`src/rtl/periph_pkg.sv`:
```
// Register map constants shared by the timer bank and its channels.
// Offsets are byte offsets from BASE_ADDR or from a channel's base.
package periph_pkg;

    localparam logic [3:0] TH_OFF   = 4'h0;
    localparam logic [3:0] TL_OFF   = 4'h4;
    localparam logic [3:0] TCON_OFF = 4'h8;

    localparam logic [7:0] STATUS_OFF   = 8'h80;
    localparam logic [7:0] PRESCALE_OFF = 8'h84;

    localparam int TCON_EN  = 0;
    localparam int TCON_IRQ = 1;
    localparam int TCON_OS  = 2;

    localparam int CH_STRIDE  = 16;
    localparam int PRESCALE_W = 16;

endpackage

```
`src/rtl/timer_channel.sv`:
```
// One timer channel: reload, live count and control register.
// Overflow is flagged combinationally so the bank can latch status.
module timer_channel
    import periph_pkg::*;
#(
    parameter int CNT_W = 32
) (
    input  logic             clk,
    input  logic             reset,
    input  logic             tick,
    input  logic             wr_th,
    input  logic             wr_tl,
    input  logic             wr_tcon,
    input  logic [CNT_W-1:0] wdata,
    output logic [CNT_W-1:0] th,
    output logic [CNT_W-1:0] tl,
    output logic [2:0]       tcon,
    output logic             ovf
);

    logic run;

    assign run = tick && tcon[TCON_EN];
    // A software TL write pre-empts the overflow in the same cycle.
    assign ovf = run && (tl == {CNT_W{1'b1}}) && !wr_tl;

    always_ff @(posedge clk or posedge reset) begin
        if (reset) begin
            th   <= '0;
            tl   <= '0;
            tcon <= '0;
        end else begin
            if (wr_th)
                th <= wdata;
            if (wr_tl)
                tl <= wdata;
            else if (ovf)
                tl <= th;
            else if (run)
                tl <= tl + CNT_W'(1);
            if (wr_tcon)
                tcon <= wdata[2:0];
            else if (ovf && tcon[TCON_OS])
                tcon[TCON_EN] <= 1'b0;
        end
    end

endmodule

```
`src/rtl/periph_timer_bank.sv`:
```
// Bank of timer channels behind a simple rd/wr register window,
// with a shared prescaler and a write-1-to-clear status register.
module periph_timer_bank
    import periph_pkg::*;
#(
    parameter int          NUM_TIMERS = 4,
    parameter logic [31:0] BASE_ADDR  = 32'h4000_0000,
    parameter int          CNT_W      = 32
) (
    input  logic                  clk,
    input  logic                  reset,
    input  logic                  rd,
    input  logic                  wr,
    input  logic [31:0]           addr,
    input  logic [31:0]           wdata,
    output logic [31:0]           rdata,
    output logic [NUM_TIMERS-1:0] irq_vec,
    output logic                  irqout
);

    logic [31:0]           off;
    logic                  ch_hit;
    logic                  st_hit;
    logic                  pre_hit;
    logic [2:0]            ch_sel;
    logic [3:0]            reg_sel;
    logic                  tick;
    logic [PRESCALE_W-1:0] prescale;
    logic [PRESCALE_W-1:0] pcnt;
    logic [NUM_TIMERS-1:0] status;
    logic [NUM_TIMERS-1:0] ovf_vec;
    logic [CNT_W-1:0]      th_a   [NUM_TIMERS];
    logic [CNT_W-1:0]      tl_a   [NUM_TIMERS];
    logic [2:0]            tcon_a [NUM_TIMERS];

    assign off     = addr - BASE_ADDR;
    assign ch_sel  = off[6:4];
    assign reg_sel = off[3:0];
    // Only word-aligned offsets inside populated channels decode.
    assign ch_hit  = (off < 32'(NUM_TIMERS * CH_STRIDE))
                     && (off[1:0] == 2'b00);
    assign st_hit  = (off == {24'b0, STATUS_OFF});
    assign pre_hit = (off == {24'b0, PRESCALE_OFF});
    assign tick    = (pcnt == prescale);

    for (genvar i = 0; i < NUM_TIMERS; i++) begin : g_ch
        logic sel;

        assign sel = wr && ch_hit && (ch_sel == 3'(i));

        timer_channel #(
            .CNT_W(CNT_W)
        ) u_ch (
            .clk     (clk),
            .reset   (reset),
            .tick    (tick),
            .wr_th   (sel && (reg_sel == TH_OFF)),
            .wr_tl   (sel && (reg_sel == TL_OFF)),
            .wr_tcon (sel && (reg_sel == TCON_OFF)),
            .wdata   (wdata[CNT_W-1:0]),
            .th      (th_a[i]),
            .tl      (tl_a[i]),
            .tcon    (tcon_a[i]),
            .ovf     (ovf_vec[i])
        );

        assign irq_vec[i] = status[i] && tcon_a[i][TCON_IRQ];
    end

    assign irqout = |irq_vec;

    always_ff @(posedge clk or posedge reset) begin
        if (reset) begin
            prescale <= '0;
            pcnt     <= '0;
        end else if (wr && pre_hit) begin
            prescale <= wdata[PRESCALE_W-1:0];
            pcnt     <= '0;
        end else if (tick) begin
            pcnt <= '0;
        end else begin
            pcnt <= pcnt + PRESCALE_W'(1);
        end
    end

    // Set beats clear when both hit the same bit.
    always_ff @(posedge clk or posedge reset) begin
        if (reset)
            status <= '0;
        else if (wr && st_hit)
            status <= (status & ~wdata[NUM_TIMERS-1:0]) | ovf_vec;
        else
            status <= status | ovf_vec;
    end

    always_comb begin
        rdata = '0;
        if (rd) begin
            unique case (1'b1)
                ch_hit: begin
                    for (int i = 0; i < NUM_TIMERS; i++) begin
                        if (ch_sel == 3'(i)) begin
                            case (reg_sel)
                                TH_OFF:   rdata = 32'(th_a[i]);
                                TL_OFF:   rdata = 32'(tl_a[i]);
                                TCON_OFF: rdata = {29'b0, tcon_a[i]};
                                default:  rdata = '0;
                            endcase
                        end
                    end
                end
                st_hit:  rdata = 32'(status);
                pre_hit: rdata = 32'(prescale);
                default: rdata = '0;
            endcase
        end
    end

endmodule

```
`config.mk`:
```
export PLATFORM = sky130hd
export DESIGN_NAME = periph_timer_bank
export DESIGN_NICKNAME = d
export VERILOG_FILES = /design/src/rtl/periph_pkg.sv /design/src/rtl/timer_channel.sv /design/src/rtl/periph_timer_bank.sv
export SDC_FILE = /design/constraint.sdc
export NUM_CORES = 1
export LEC_CHECK = 0
export CORE_ASPECT_RATIO = 0.5
export CORE_MARGIN = 8
export CORE_UTILIZATION = 46
export DETAILED_ROUTE_END_ITERATION = 12
export GPL_ROUTABILITY_DRIVEN = 1
export PLACE_DENSITY_LB_ADDON = 0.1
export SYNTH_ARGS = -nofsm -noshare
export SYNTH_HDL_FRONTEND = slang
export SYNTH_SLANG_ARGS = --single-unit
```
`constraint.sdc`:
```
create_clock -name clk -period 28.6 [get_ports clk]
set_input_delay 7.15 -clock clk [delete_from_list [all_inputs] [get_ports clk]]
set_output_delay 7.15 -clock clk [all_outputs]
set_load 0.05 [all_outputs]
```
==> results.json <==
{
  "outcome": "complete, no violations",
  "syn_avg_cell_area_sq_um": 9.11,
  "cts-root-buf": "clkbuf_16",
  "worstMarginPinSlew_ns": 1.23,
  "whs_path_depth": 1,
  "fin_tns_setup_ns": 0,
  "period_minus_slack_ns": 19.00,
  "wl_um": 77000,
  "seq_area_frac_synth": 0.392,
  "maxSlewViolCount": 0,
  "cp_cell_sequence": "buf_2 -> nor4b_4 -> buf_4 -> buf_4 -> and4_1 -> a22oi_1 -> a21boi_0 -> clkdlybuf4s50_1",
  "crit_slowest_cell": "clkdlybuf4s50_1",
  "min_from": "g_ch[3].u_ch.th[0]$_DFFE_PP0P_",
  "r2r_start": "prescale[3]$_DFFE_PP0P_",
  "area_growth_pct": 12.3,
  "post-route-drc-count": 0,
  "drtIter0Drc": 2405,
  "cts.sink_count": 304,
  "syn_nets": 2205,
  "grt_max_degree": 122,
  "cts_buffer_depth": 3,
  "path_clk_slew_ns": 0.07,
  "drive_above_1_share": 0.139,
  "overflow": 0,
  "synth_area_leaders": "dfrtp_1, mux2_2, nand2_1, a21oi_1, a22oi_1",
  "hold_path_class": "reg -> reg",
  "core_sq_um": 41800,
  "clk_latency_ns": 0.59,
  "viasPerCell": 6.70,
  "ys_seq_elements": 304,
  "period_share": 0.664,
  "critPathKind": "in -> out",
  "cts_buffers": 31,
  "dr.pass1.iters": 6,
  "cts_hold_buffers": 0,
  "maxSlewHeadroom": 0.173,
  "mostFrequentLayoutCell": "dfrtp_1",
  "use_met2": 0.439,
  "p_leak_nw": 8.89,
  "yosys_warnings": 0,
  "critPathMaxStageDelay_ns": 0.84,
  "grt_pass1_vias": 17400,
  "fin_skew_ns": 0.0151,
  "die_area_sq_um": 49400,
  "dp_hpwl_um": 54200,
  "initial_utilization": 0.464,
  "required_ns": 21.45,
  "endpoint_kind": "primary output",
  "fmax_mhz": 52.6,
  "ys.flop_type": "dfrtp_1",
  "ff2ff_setup_slack_ns": 24.54,
  "synth_xor_area_frac": 0.0253,
  "wl_per_cell_um": 28.1,
  "ant_nets": 0,
  "fin_hold_ws_ns": 0.511,
  "cap_violations": 0,
  "arrival_ns": 11.85,
  "ir_drop_mv": 0.0448,
  "async_flop_share": 1.00,
  "postCtsSetupBuffers": 0,
  "cts_resized": 0,
  "power_mw": 0.911,
  "die-width_um": 307,
  "synth_fa_ha_area_frac": 0.00322,
  "synth_largest_area_cell": "dfrtp_1",
  "final_cell_mix": "dfrtp_1, nand2_1, mux2_2",
  "path_common_cell": "buf_4",
  "synth_enable_flop_cells": 0,
  "synth.top_cell.area_share": 0.392,
  "synth.area.mux_share": 0.107,
  "r2r_cells": 7,
  "crit_buf_inv": 4,
  "vias": 18400,
  "syn_area_sq_um": 19400,
  "synth_simple_gate_area_frac": 0.202,
  "timing.rr.end": "g_ch[2].u_ch.tl[26]$_DFFE_PP0P_",
  "cp-start-kind": "input pin",
  "worstHoldEndpoint": "g_ch[3].u_ch.th[0]$_DFFE_PP0P_",
  "synth_compound_area_frac": 0.222,
  "rsz0062_at_grt": "false",
  "grt_use_met1": 0.437,
  "h-tree-depth": 1,
  "final-hold-violation-count": 0,
  "crit_family": "buffers and inverters",
  "yosys.cell_types.count": 87,
  "track_usage": 0.303,
  "setup_viol": 0,
  "met3_usage": 0.0933,
  "path_max_fanout": 67,
  "synth_top_family_by_area": "compound AO/OA/AOI/OAI gates",
  "floorplan.rows": 53,
  "p_per_area_nw_per_um2": 41.8,
  "synth_cells": 2132,
  "pin_count": 105,
  "busiest_layer": "met2",
  "tritoncts": "yes",
  "antenna_found_initial": 3,
  "buffer_ports.inserted": 104,
  "die_y_um": 161,
  "grt_pass1_wl_um": 115000,
  "place.gp.congestion": 1.02,
  "final_nets": 2210
}
where the power goes:
part           switching, mW  internal, mW  leakage [nW]  total [mW]
Clock                  0.189         0.235         0.494       0.424
Combinational         0.0401        0.0158          4.62      0.0559
Sequential          0.000564         0.430          3.78       0.431
Total                  0.230         0.681          8.89       0.911
registers in the layout, indices dropped and copies added (netlist names):
register,count
status,4
g_ch.u_ch.tl,128
g_ch.u_ch.th,128
prescale,16
pcnt,16
g_ch.u_ch.tcon,12
logic make-up after synthesis:
| group | Yosys count |
|---|---|
| adder cells (fa/ha/maj) | 5 |
| flip-flops | 304 |
| AND/OR/NAND/NOR | 723 |
| buffers and inverters | 224 |
| multiplexers | 187 |
| XOR/XNOR | 56 |
| AO/OA/AOI/OAI | 633 |
stage by stage:
stage          utilization  setup slack, ns  std cells  area [sq um]
3_5_place_dp         0.497             9.71       2681         20800
6_report             0.521             9.60       2739         21800
2_1_floorplan            -            11.54       2132         19400
4_1_cts              0.521             9.72       2736         21800
5_1_grt              0.521             9.42       2736         21800
3_3_place_gp         0.497             9.82       2681         20800
cells in the mapped netlist, drive strengths merged, types with 41 or more instances:
library cell  count
a21oi           139
a22oi            61
buf              73
clkbuf          103
dfrtp           304
inv              48
mux2            161
nand2           223
nand3            74
nand4            62
nor2            125
nor3             41
nor4             45
o21ai            89
area by class of cell:
class,instances,area (sq um)
Antenna cell,3,7.51
Clock inverter,12,131
Multi-Input combinational cell,1604,10900
Inverter,48,188
Fill cell,3871,20000
Clock buffer,43,891
Timing Repair Buffer,148,1360
Tap cell,577,722
Sequential cell,304,7610
worst max path at each step:
stage                  from        end  cells past startpoint
floorplan           addr[3]  rdata[12]                      7
global placement    addr[2]   rdata[2]                      8
detailed placement  addr[2]   rdata[2]                      8
CTS                 addr[2]   rdata[2]                      8
global route        addr[2]   rdata[2]                      8
finish              addr[2]   rdata[2]                      8
per-layer routing:
layer  vias to the layer above  part of all wire
met4                         0             0.024
li1                       8072                 -
met1                      9050              0.43
met2                      1099              0.42
met3                       134              0.13
met5                         -                 0
No activity file was read; power rests on OpenSTA's default activity.
